===== config.mk =====
export PLATFORM = sky130hd
export DESIGN_NAME = stopwatch_ctrl
export DESIGN_NICKNAME = d
export VERILOG_FILES = /design/src/rtl/stopwatch_ctrl.sv
export SDC_FILE = /design/constraint.sdc
export NUM_CORES = 1
export LEC_CHECK = 0
export CAP_MARGIN = 20
export CORE_UTILIZATION = 50
export CTS_CLUSTER_DIAMETER = 100
export DETAILED_ROUTE_END_ITERATION = 6
export PLACE_DENSITY = 0.71
export SYNTH_ARGS = -nofsm -noshare
export SYNTH_HDL_FRONTEND = slang
export SYNTH_SLANG_ARGS = --single-unit

===== constraint.sdc =====
create_clock -name clk -period 2 [get_ports clk]
set_clock_uncertainty 0.15 [all_clocks]
set_input_delay 0.4 -clock clk [delete_from_list [all_inputs] [get_ports clk]]
set_output_delay 0.4 -clock clk [all_outputs]
set_load 0.1 [all_outputs]

===== src/rtl/stopwatch_ctrl.sv =====
// Stopwatch control sequencer: button conditioning, IDLE/RUN/PAUSE/LAP FSM,
// count-tick prescaler and 7-segment digit scan, all on a single clock.
module stopwatch_ctrl #(
  parameter int TICK_DIV  = 500000,
  parameter int DB_CYCLES = 1000000,
  parameter int SCAN_DIV  = 131072
) (
  input  logic       clk,
  input  logic       rst,
  input  logic       btn_ss,
  input  logic       btn_clr,
  input  logic       btn_lap,
  output logic       tick_en,
  output logic       cnt_clr,
  output logic       lap_hold,
  output logic       running,
  output logic [1:0] state,
  output logic [3:0] digit
);

  localparam int DW = $clog2(DB_CYCLES + 1);
  localparam int TW = $clog2(TICK_DIV + 1);
  localparam int SW = $clog2(SCAN_DIV + 1);
  localparam logic [DW-1:0] DB_LAST   = DW'(DB_CYCLES - 1);
  localparam logic [TW-1:0] TICK_LAST = TW'(TICK_DIV - 1);
  localparam logic [SW-1:0] SCAN_LAST = SW'(SCAN_DIV - 1);

  typedef enum logic [1:0] {
    IDLE  = 2'b00,
    RUN   = 2'b01,
    PAUSE = 2'b10,
    LAP   = 2'b11
  } state_t;

  state_t state_reg;
  logic [2:0] raw;
  logic [2:0] press;
  logic win_ss, win_clr, win_lap;
  logic [TW-1:0] pre_cnt_reg;
  logic [SW-1:0] scan_cnt_reg;

  assign raw   = {btn_lap, btn_clr, btn_ss};
  assign state = state_reg;

  // Per button: 2-FF synchroniser, stability counter, registered press pulse.
  for (genvar gi = 0; gi < 3; gi++) begin : g_btn
    logic sync1_reg, sync2_reg, stable_reg, press_reg;
    logic [DW-1:0] db_cnt_reg;

    always_ff @(posedge clk or negedge rst) begin
      if (!rst) begin
        sync1_reg  <= 1'b0;
        sync2_reg  <= 1'b0;
        stable_reg <= 1'b0;
        press_reg  <= 1'b0;
        db_cnt_reg <= '0;
      end else begin
        sync1_reg <= raw[gi];
        sync2_reg <= sync1_reg;
        press_reg <= 1'b0;
        if (sync2_reg == stable_reg) begin
          db_cnt_reg <= '0;
        end else if (db_cnt_reg == DB_LAST) begin
          stable_reg <= sync2_reg;
          db_cnt_reg <= '0;
          press_reg  <= sync2_reg;
        end else begin
          db_cnt_reg <= db_cnt_reg + DW'(1);
        end
      end
    end

    assign press[gi] = press_reg;
  end

  // Only the highest-priority simultaneous press survives.
  assign win_ss  = press[0];
  assign win_clr = press[1] & ~press[0];
  assign win_lap = press[2] & ~press[1] & ~press[0];

  always_ff @(posedge clk or negedge rst) begin
    if (!rst) begin
      state_reg <= IDLE;
      running   <= 1'b0;
      lap_hold  <= 1'b0;
      cnt_clr   <= 1'b0;
    end else begin
      cnt_clr <= 1'b0;
      case (state_reg)
        IDLE: begin
          if (win_ss) begin
            state_reg <= RUN;
            running   <= 1'b1;
          end else if (win_clr) begin
            cnt_clr <= 1'b1;
          end
        end
        RUN: begin
          if (win_ss) begin
            state_reg <= PAUSE;
            running   <= 1'b0;
          end else if (win_lap) begin
            state_reg <= LAP;
            lap_hold  <= 1'b1;
          end
        end
        LAP: begin
          if (win_ss) begin
            state_reg <= PAUSE;
            running   <= 1'b0;
            lap_hold  <= 1'b0;
          end else if (win_lap) begin
            state_reg <= RUN;
            lap_hold  <= 1'b0;
          end
        end
        PAUSE: begin
          if (win_ss) begin
            state_reg <= RUN;
            running   <= 1'b1;
          end else if (win_clr) begin
            state_reg <= IDLE;
            cnt_clr   <= 1'b1;
          end
        end
        default: begin
          state_reg <= IDLE;
          running   <= 1'b0;
          lap_hold  <= 1'b0;
        end
      endcase
    end
  end

  // Prescaler is cleared whenever stopped, so a pause drops the partial interval.
  always_ff @(posedge clk or negedge rst) begin
    if (!rst) begin
      pre_cnt_reg <= '0;
      tick_en     <= 1'b0;
    end else begin
      tick_en <= 1'b0;
      if (!running) begin
        pre_cnt_reg <= '0;
      end else if (pre_cnt_reg == TICK_LAST) begin
        pre_cnt_reg <= '0;
        tick_en     <= 1'b1;
      end else begin
        pre_cnt_reg <= pre_cnt_reg + TW'(1);
      end
    end
  end

  always_ff @(posedge clk or negedge rst) begin
    if (!rst) begin
      scan_cnt_reg <= '0;
      digit        <= 4'b0001;
    end else if (scan_cnt_reg == SCAN_LAST) begin
      scan_cnt_reg <= '0;
      digit        <= {digit[2:0], digit[3]};
    end else begin
      scan_cnt_reg <= scan_cnt_reg + SW'(1);
    end
  end

endmodule


==> results.sh, run 1 <==
export IMPL_status="completed"
export IMPL_yosys_area_top_type_share_pct=53.1
export IMPL_cap_violations=0
export IMPL_first_pass_iters=4
export IMPL_grt_pass1_wl_mm=19.3
export IMPL_r2r_setup_slack_ns=0.06
export IMPL_wl_met2_mm=5.46
export IMPL_grt_max_degree=41
export IMPL_syn_avg_cell_area_um2=10.2
export IMPL_final_antenna_net_count=0
export IMPL_path_cells="ha_2 -> nand4_1 -> or4_4 -> or3_4 -> a21oi_2"
export IMPL_cp_max_fo=3
export IMPL_worst_r2r_cell_count=5
export IMPL_max_freq_mhz=515
export IMPL_synth_top_cell_by_area="dfrtp_1"
export IMPL_tightest_slew_ns=0.471
export IMPL_rows=38
export IMPL_slew_headroom_pct=68.6
export IMPL_place_gp_congestion=0.796
export IMPL_powerDensity_nw_per_um2=817
export IMPL_die_area_um2=11500
export IMPL_core_area_um2=10800
export IMPL_slowest_delay_ns=0.57
export IMPL_synth_flop_cell="dfrtp_1"
export IMPL_ys_warn_count=0
export IMPL_die_height_um=107
export IMPL_initial_core_util_pct=51.3
export IMPL_via_per_inst=5.55
export IMPL_ios=15
export IMPL_grt_usage_pct=21.6
export IMPL_worstSkewPairLatency_ns=0.52
export IMPL_antenna_found_initial=0
export IMPL_clk_pin_slew_ns=0.06
export IMPL_yosysSeqAreaShare_pct=53.6
export IMPL_dr_wl_met3_um=327
export IMPL_drc_errors=0
export IMPL_cp_end_kind="flop"
export IMPL_antenna_cells=0
export IMPL_clockBufferDepth=2
export IMPL_tns_ns=0
export IMPL_p_seq_share_pct=43.4
export IMPL_top_layer="met4"
export IMPL_dp_hpwl_mm=7.39
export IMPL_dieWidth_um=107
export IMPL_power_mw=5.66
export IMPL_timing_rr_end="pre_cnt_reg[18]"
export IMPL_final_cell_mix="116 x dfrtp_1, 75 x nor2_1"
export IMPL_hold_viol_final=0
export IMPL_synth_cell_types=42
export IMPL_cp_arrival_ns=2.24
export IMPL_htreeDepth=4
export IMPL_totalWireLength_mm=11.0
export IMPL_cp_startpoint="pre_cnt_reg[1]"
export IMPL_vdd_drop_max_mv=0.698
export IMPL_synth_seq_cells=119
export IMPL_synth_area_top_cells="dfrtp_1 53%, xnor2_1 5.4%, xor2_1 5.4%, nor2_1 5.1%, nand4_1 3.3%"
export IMPL_layout_commonest_cell="dfrtp_1"
export IMPL_syn_nets=554
export IMPL_synth_area_um2=5560
export IMPL_fin_crit_ns=1.94
export IMPL_power_frac_comb_pct=2.4
export IMPL_worstReg2RegStart="pre_cnt_reg[1]"
export IMPL_synth_edf_count=0
export IMPL_ctsRootBufferMaster="clkbuf_8"
export IMPL_synth_cells=544
export IMPL_p_switching_mw=1.15
export IMPL_nNetsFinal=614
export IMPL_first_global_vias=4235
export IMPL_clock_sinks=119
export IMPL_startpoint_type="flop"
export IMPL_wl_met1_mm=4.98
export IMPL_slew_viol_final=0
export IMPL_crit_required_ns=2.30
export IMPL_vias=4202
export IMPL_ys_async_sr_fraction_pct=100
export IMPL_slowest_stage="or4_4"
export IMPL_largest_reg_flops=60
export IMPL_setup_viol=0
export IMPL_syn_to_final_growth_pct=24.5
export IMPL_grt_ovfl_total=0
export IMPL_min_period_over_period_pct=97.2
export IMPL_tritoncts="built"
export IMPL_wl_per_cell_um=14.5
export IMPL_final_layout_size_suffix_gt1_share_pct=17.8
export IMPL_path_class="reg -> reg"
export IMPL_fillers=844
export IMPL_hp_class="in -> reg"
export IMPL_cts_buffers=17
export IMPL_drt_iter0_markers=171
export IMPL_power_frac_clock_pct=54.3
export IMPL_swShare_pct=20.4
export IMPL_io_buffers=14
export IMPL_leakage_nw=2.93
export IMPL_critPathCapture="pre_cnt_reg[18]"
export IMPL_p_int_mw=4.50
per-stage QoR:
| step | worst slack, ns | cell area [um^2] | hold slack [ns] | utilization, % | std cells |
|---|---|---|---|---|---|
| 2_1_floorplan | 0.0149 | 5560 | -0.0456 | - | 544 |
| 3_3_place_gp | 0.112 | 6240 | 0.183 | 57.5 | 720 |
| 3_5_place_dp | 0.00645 | 6240 | 0.197 | 57.5 | 720 |
| 4_1_cts | 0.0182 | 6850 | 0.144 | 63.2 | 753 |
| 5_1_grt | -0.0329 | 6920 | 0.151 | 63.9 | 757 |
| 6_report | 0.0564 | 6920 | 0.168 | 63.9 | 757 |
layout make-up:
cell class | instances | area, um^2 | area share, %
repair buffers | 53 | 587 | 8.48
well taps | 140 | 175 | 2.53
flip-flops and latches | 119 | 2980 | 43.1
inverters | 20 | 75.1 | 1.08
multi-input cells | 393 | 2500 | 36.2
clock buffers | 24 | 480 | 6.94
clock inverters | 8 | 119 | 1.72
power groups by stage:
stage / Combinational, mW / Clock, mW / Sequential (mW)
final: 0.133 / 3.07 / 2.45
after global routing: 0.156 / 3.24 / 2.46
after CTS: 0.137 / 3.12 / 2.45
after detailed placement: 0.135 / 0 / 2.49
after global placement: 0.132 / 0 / 2.49
after floorplan: 0.0445 / 0 / 2.49
how the worst min path moves through the flow:
stage                            start            endpoint  slack (ns)  cells after the start
global placement    g_btn[0].sync1_reg  g_btn[0].sync2_reg        0.18                      0
CTS                            btn_lap  g_btn[2].sync1_reg        0.14                      1
floorplan                          rst             cnt_clr       -0.05                      0
finish                         btn_lap  g_btn[2].sync1_reg        0.17                      1
detailed placement  g_btn[1].sync1_reg  g_btn[1].sync2_reg        0.20                      0
global route                   btn_lap  g_btn[2].sync1_reg        0.15                      1
kinds of logic (layout without fill, tap and decap cells):
group                    after synthesis  after routing  synth area share [%]
AO/OA/AOI/OAI                         52             52                  5.56
XOR/XNOR                              68             68                  10.7
adder cells (fa/ha/maj)                5              5                  1.12
buffers and inverters                 32            105                  2.32
flip-flops                           119            119                  53.6
multiplexers                           9              9                  1.78
AND/OR/NAND/NOR                      259            259                  24.9
worst max-delay path: cells and delay by family (launching register included):
kind / cells / cell delay (ns)
adder cells (fa/ha/maj): 1 / 0.19
AO/OA/AOI/OAI: 1 / 0.12
flip-flops: 1 / 0.36
AND/OR/NAND/NOR: 3 / 1.06
synthesized netlist by cell type, types with 2 or more instances:
master and number:
and4_1 7, nor4b_1 3, nor2b_1 4, nor3_1 17, and3_1 12, o31ai_1 8
dfrtp_1 118, nand2_1 29, a21oi_1 22, ha_1 5, and2_1 5, or4_1 7
nor2_1 75, a31o_2 3, clkbuf_2 2, mux2i_1 2, xor2_1 34, or3_1 10
xnor2_1 34, inv_1 20, nand4b_1 2, nor4_1 13, nand3_1 34, o21ai_0 16
mux2_2 7, and3b_1 4, buf_2 2, clkbuf_1 7, nand4_1 29
what timing repair did:
| action | CTS | global route |
|---|---|---|
| cloned | 0 | 0 |
| hold endpoints to repair | 30 | 0 |
| pin swaps | 0 | 8 |
| setup endpoints to repair | 1 | 34 |
| resized for setup | 1 | 14 |
| hold buffers | 1 | 0 |
| setup buffers | 0 | 4 |
layer usage:
layer / GRT usage [%] / up-vias
met2: 36.0 / 67
met3: 6.30 / 24
li1: - / 2043
met1: 26.1 / 2068
met4: 9.39 / 0
met5: 0 / -
No activity file was read; power rests on OpenSTA's default activity.
==> run 2, diff against run 1 <==
--- a/config.mk
+++ b/config.mk
@@ -5,11 +5,12 @@
 export SDC_FILE = /design/constraint.sdc
 export NUM_CORES = 1
 export LEC_CHECK = 0
+export ABC_AREA = 1
 export CAP_MARGIN = 20
-export CORE_UTILIZATION = 50
+export CORE_UTILIZATION = 56
 export CTS_CLUSTER_DIAMETER = 100
 export DETAILED_ROUTE_END_ITERATION = 6
-export PLACE_DENSITY = 0.71
+export PLACE_DENSITY = 0.78
 export SYNTH_ARGS = -nofsm -noshare
 export SYNTH_HDL_FRONTEND = slang
 export SYNTH_SLANG_ARGS = --single-unit
==> results.sh, run 2 <==
export IMPL_yosys_area_top_type_share_pct=47.3
export IMPL_grt_pass1_wl_mm=22.4
export IMPL_synth_top_family_by_area="simple AND/OR/NAND/NOR gates"
export IMPL_pre_cts_slack_ns=0.271
export IMPL_leakage_nw=3.26
export IMPL_tns_ns=0
export IMPL_antenna_found_initial=0
export IMPL_dieWidth_um=108
export IMPL_hp_class="in -> async"
export IMPL_first_global_vias=5010
export IMPL_nNetsFinal=842
export IMPL_syn_nets=807
export IMPL_synth_flop_cell="dfrtp_1"
export IMPL_tritoncts="built"
export IMPL_fin_crit_ns=1.83
export IMPL_cap_violations=0
export IMPL_hold_viol_final=0
export IMPL_powerDensity_nw_per_um2=779
export IMPL_initial_core_util_pct=57.6
export IMPL_ys_warn_count=0
export IMPL_cp_depth=1
export IMPL_via_per_inst=5.25
export IMPL_die_height_um=108
export IMPL_final_antenna_net_count=0
export IMPL_synth_mux_area_share_pct=0
export IMPL_clock_sinks=119
export IMPL_cts_setup_buffers=0
export IMPL_path_cells="buf_12"
export IMPL_power_mw=5.69
export IMPL_synth_xor_area_share_pct=7.26
export IMPL_drc_errors=0
export IMPL_worstSkewPairLatency_ns=0.53
export IMPL_grt_max_degree=43
export IMPL_place_gp_congestion=0.915
export IMPL_core_area_um2=10800
export IMPL_synth_compound_area_share_pct=2.73
export IMPL_final_layout_size_suffix_gt1_share_pct=10.9
export IMPL_slowest_delay_ns=0.57
export IMPL_synth_area_um2=6240
export IMPL_die_area_um2=11600
export IMPL_syn_avg_cell_area_um2=7.83
export IMPL_htreeDepth=4
export IMPL_yosysSeqAreaShare_pct=47.7
export IMPL_ctsRootBufferMaster="clkbuf_8"
export IMPL_ys_async_sr_fraction_pct=100
export IMPL_yosysMostFrequentCell="nor2_1"
export IMPL_grt_usage_pct=25.1
export IMPL_io_buffers=14
export IMPL_max_freq_mhz=545
export IMPL_layout_commonest_cell="nor2_1"
export IMPL_min_period_over_period_pct=91.7
export IMPL_clk_pin_slew_ns=0.06
export IMPL_grt_ovfl_total=0
export IMPL_synth_cells=797
export IMPL_synth_area_top_cells="dfrtp_1 47%, nor2_1 11%, nand2_1 10%, inv_1 5.8%, xor2_1 5.5%"
export IMPL_slew_viol_final=0
export IMPL_antenna_cells=0
export IMPL_vias=5172
export IMPL_path_class="reg -> out"
export IMPL_yosys_area_share_adder_pct=1.00
export IMPL_startpoint_type="flop"
export IMPL_wl_per_cell_um=13.0
export IMPL_crit_required_ns=1.45
export IMPL_crit_buf_inv=1
export IMPL_cp_end_kind="output port"
export IMPL_cp_max_fo=3
export IMPL_slowest_stage="dfstp_2"
export IMPL_synth_edf_count=0
export IMPL_drt_iter0_markers=295
export IMPL_path_delay_family="flip-flops"
export IMPL_synth_cell_types=34
export IMPL_synthTopCellsByCount="179 x nor2_1, 167 x nand2_1, 118 x dfrtp_1"
export IMPL_synth_seq_cells=119
export IMPL_setup_viol=0
export IMPL_tightest_slew_ns=0.491
export IMPL_synth_top_cell_by_area="dfrtp_1"
export IMPL_cp_arrival_ns=1.28
export IMPL_largest_reg_flops=60
export IMPL_setup_slack_ns=0.165
export IMPL_clockBufferDepth=2
export IMPL_first_pass_iters=5
export IMPL_dp_hpwl_mm=9.08
export IMPL_rows=38
export IMPL_status="completed"
export IMPL_vdd_drop_max_mv=0.783
export IMPL_ios=15
export IMPL_totalWireLength_mm=12.8
export IMPL_syn_to_final_growth_pct=17.1
export IMPL_worst_r2r_cell_count=8
export IMPL_rsz0062_at_grt="false"
export IMPL_slew_headroom_pct=67.2
export IMPL_yosys_area_share_simple_pct=34.8
export IMPL_final_cell_mix="179 x nor2_1, 167 x nand2_1, 118 x dfrtp_1"
export IMPL_cts_buffers=17
run 2: cell types whose count changed after synthesis, sizes merged, moves of 10 or more:
cell / previous run / this run
nand2: 29 / 176
or3: 10 / 0
inv: 20 / 103
nand4: 30 / 15
and3: 12 / 0
nor2: 75 / 194
nor4: 13 / 1
nand3: 35 / 72
xnor2: 34 / 9
run 2: area by class of cell:
type	count	area [um^2]
fillers	856	3530
flip-flops and latches	119	2980
multi-input cells	572	2850
clock buffers	18	428
inverters	103	387
repair buffers	19	303
clock inverters	14	181
well taps	140	175
run 2: worst paths after layout:
path                                        startpoint                       to  slack, ns
worst max-delay path                          digit[0]                 digit[0]       0.17
worst min-delay path                               rst  g_btn[1].db_cnt_reg[12]       0.16
worst max register to register  g_btn[1].db_cnt_reg[0]  g_btn[1].db_cnt_reg[18]       0.22
worst min register to register      g_btn[2].sync1_reg       g_btn[2].sync2_reg       0.20
max in group asynchronous                          rst           pre_cnt_reg[2]       0.95
min in group clk                                btn_ss       g_btn[0].sync1_reg       0.16
run 2: logic make-up after synthesis:
| family | Yosys count |
|---|---|
| and+or+nand+nor | 485 |
| DFF | 119 |
| buffers and inverters | 106 |
| xor gates and xnor gates | 50 |
| AOI/OAI and AO/OA | 32 |
| adders and majority gates | 5 |
run 2: power breakdown:
group	switching (mW)	total [mW]	leakage, nW	internal [mW]
sequential	0.0176	2.45	1.62	2.43
combinational	0.0904	0.128	1.34	0.0378
clock	1.08	3.12	0.296	2.04
total	1.19	5.69	3.26	4.51
run 2: timing repair:
action,4_1_cts,5_1_grt
hold buffers,1,0
gates resized for setup,0,0
endpoints found under the hold margin,96,0
run 2: metal layers:
metal	GRT usage, %	part of all wire (%)	vias to the layer above
li1	-	-	2561
met1	31.6	45	2456
met2	40.7	48	128
met3	6.60	4.3	27
met4	10.8	1.9	0
met5	0	0	-
run 2: metrics by stage:
| step | utilization (%) | cell area, um^2 | std cells | hold WS [ns] |
|---|---|---|---|---|
| 2_1_floorplan | - | 6240 | 797 | -0.0456 |
| 3_3_place_gp | 61.7 | 6690 | 952 | 0.177 |
| 3_5_place_dp | 61.7 | 6690 | 952 | 0.178 |
| 4_1_cts | 67.4 | 7310 | 985 | 0.131 |
| 5_1_grt | 67.4 | 7310 | 985 | 0.145 |
| 6_report | 67.4 | 7310 | 985 | 0.161 |
==> run 3, diff against run 2 <==
--- a/config.mk
+++ b/config.mk
@@ -7,10 +7,11 @@
 export LEC_CHECK = 0
 export ABC_AREA = 1
 export CAP_MARGIN = 20
-export CORE_UTILIZATION = 56
+export CORE_UTILIZATION = 65
 export CTS_CLUSTER_DIAMETER = 100
 export DETAILED_ROUTE_END_ITERATION = 6
-export PLACE_DENSITY = 0.78
+export PLACE_DENSITY = 0.85
+export SKIP_CTS_REPAIR_TIMING = 1
 export SYNTH_ARGS = -nofsm -noshare
 export SYNTH_HDL_FRONTEND = slang
 export SYNTH_SLANG_ARGS = --single-unit
==> constraint.sdc (replaced) <==
create_clock -name clk -period 2.21 [get_ports clk]
set_clock_uncertainty 0.15 [all_clocks]
set_input_delay 0.442 -clock clk [delete_from_list [all_inputs] [get_ports clk]]
set_output_delay 0.442 -clock clk [all_outputs]
set_load 0.1 [all_outputs]
==> results.sh, run 3 (synthesis gave the netlist of run 2 again) <==
export IMPL_largest_reg_flops=60
export IMPL_hold_worst_slack_ns=0.198
export IMPL_hold_viol_final=0
export IMPL_grt_max_degree=55
export IMPL_final_layout_size_suffix_gt1_share_pct=10.9
export IMPL_die_area_um2=10000
export IMPL_wl_per_cell_um=13.4
export IMPL_rows=35
export IMPL_crit_buf_inv=1
export IMPL_max_freq_mhz=534
export IMPL_leakage_nw=3.23
export IMPL_path_delay_family="flip-flops"
export IMPL_top_layer="met4"
export IMPL_powerDensity_nw_per_um2=726
export IMPL_vias=5264
export IMPL_htreeDepth=4
export IMPL_worstSkewPairLatency_ns=0.53
export IMPL_fillers=635
export IMPL_grt_pass1_wl_mm=22.6
export IMPL_die_height_um=100
export IMPL_initial_core_util_pct=67.2
export IMPL_dieWidth_um=100
export IMPL_final_antenna_net_count=0
export IMPL_totalWireLength_mm=13.1
export IMPL_tritoncts="built"
export IMPL_ctsRootBufferMaster="clkbuf_8"
export IMPL_clk_pin_slew_ns=0.06
export IMPL_dr_wl_met3_um=720
export IMPL_clock_sinks=119
export IMPL_rsz0062_at_grt="false"
export IMPL_wl_met2_mm=6.54
export IMPL_slowest_delay_ns=0.43
export IMPL_min_period_over_period_pct=84.7
export IMPL_path_cells="buf_4"
export IMPL_dp_hpwl_mm=8.96
export IMPL_first_pass_iters=5
export IMPL_tns_ns=0
export IMPL_vdd_drop_max_mv=0.613
export IMPL_antenna_found_initial=0
export IMPL_cap_violations=0
export IMPL_drt_iter0_markers=367
export IMPL_layout_commonest_cell="nor2_1"
export IMPL_slowest_stage="dfrtp_1"
export IMPL_setup_viol=0
export IMPL_startpoint_type="flop"
export IMPL_hp_class="reg -> reg"
export IMPL_slew_headroom_pct=66.9
export IMPL_antenna_cells=0
export IMPL_ios=15
export IMPL_slew_viol_final=0
export IMPL_syn_to_final_growth_pct=15.2
export IMPL_fin_crit_ns=1.87
export IMPL_grt_usage_pct=28.8
export IMPL_status="completed"
export IMPL_first_global_vias=5138
export IMPL_final_cell_mix="179 x nor2_1, 167 x nand2_1, 118 x dfrtp_1"
export IMPL_tightest_slew_ns=0.496
export IMPL_cp_end_kind="output port"
export IMPL_io_buffers=14
export IMPL_via_per_inst=5.40
export IMPL_cts_buffers=17
export IMPL_clockBufferDepth=2
export IMPL_path_class="reg -> out"
export IMPL_cp_max_fo=5
export IMPL_grt_ovfl_total=0
export IMPL_wl_met1_mm=5.55
export IMPL_nNetsFinal=842
export IMPL_place_gp_congestion=0.945
export IMPL_crit_required_ns=1.62
export IMPL_cp_arrival_ns=1.28
export IMPL_core_area_um2=9280
export IMPL_drc_errors=0
-- run 3: cell types whose count changed in the layout (fill, tap and decap cells not counted), sizes merged --
cell and change:
clkinvlp +1, clkinv -3, inv +2
-- run 3: report_power, final --
part | leakage [nW] | total, mW | internal [mW] | switching [mW]
logic | 1.31 | 0.115 | 0.0318 | 0.0827
registers | 1.62 | 2.22 | 2.20 | 0.0161
clock network | 0.294 | 2.89 | 1.87 | 1.02
-- run 3: routing by layer --
| metal | vias up | track usage [%] |
|---|---|---|
| met3 | 36 | 7.31 |
| met2 | 181 | 48.8 |
| met5 | - | 0 |
| met1 | 2474 | 35.3 |
| met4 | 0 | 12.4 |
| li1 | 2573 | - |
-- run 3: final cells by class --
cell class,count,area [um^2],area share [%]
Sequential cell,119,2980,41.5
Multi-Input combinational cell,572,2850,39.7
Clock buffer,18,428,5.96
Inverter,103,387,5.38
Clock inverter,14,199,2.77
Timing Repair Buffer,19,178,2.47
Tap cell,129,161,2.25
-- run 3: worst paths after layout --
check	startpoint	endpoint	slack [ns]	depth (start not counted)
max in group asynchronous	rst	scan_cnt_reg[5]	0.96	3
worst min register to register	g_btn[2].sync1_reg	g_btn[2].sync2_reg	0.20	0
worst max-delay path	state[0]	state[0]	0.34	1
min in group asynchronous	rst	pre_cnt_reg[15]	0.24	2
worst min-delay path	g_btn[2].sync1_reg	g_btn[2].sync2_reg	0.20	0
worst max register to register	g_btn[1].db_cnt_reg[0]	g_btn[1].db_cnt_reg[0]	0.44	8
-- run 3: per-stage QoR --
step | std cells | total power, mW | setup slack, ns | util, % | area [um^2]
6_report | 974 | 5.22 | 0.338 | 77.4 | 7190
5_1_grt | 974 | 5.37 | 0.244 | 77.4 | 7190
4_1_cts | 973 | 5.25 | 0.328 | 77.3 | 7180
3_5_place_dp | 941 | 2.37 | 0.504 | 70.5 | 6550
3_3_place_gp | 941 | 2.36 | 0.573 | 70.5 | 6550
2_1_floorplan | 797 | 2.30 | 0.454 | - | 6240
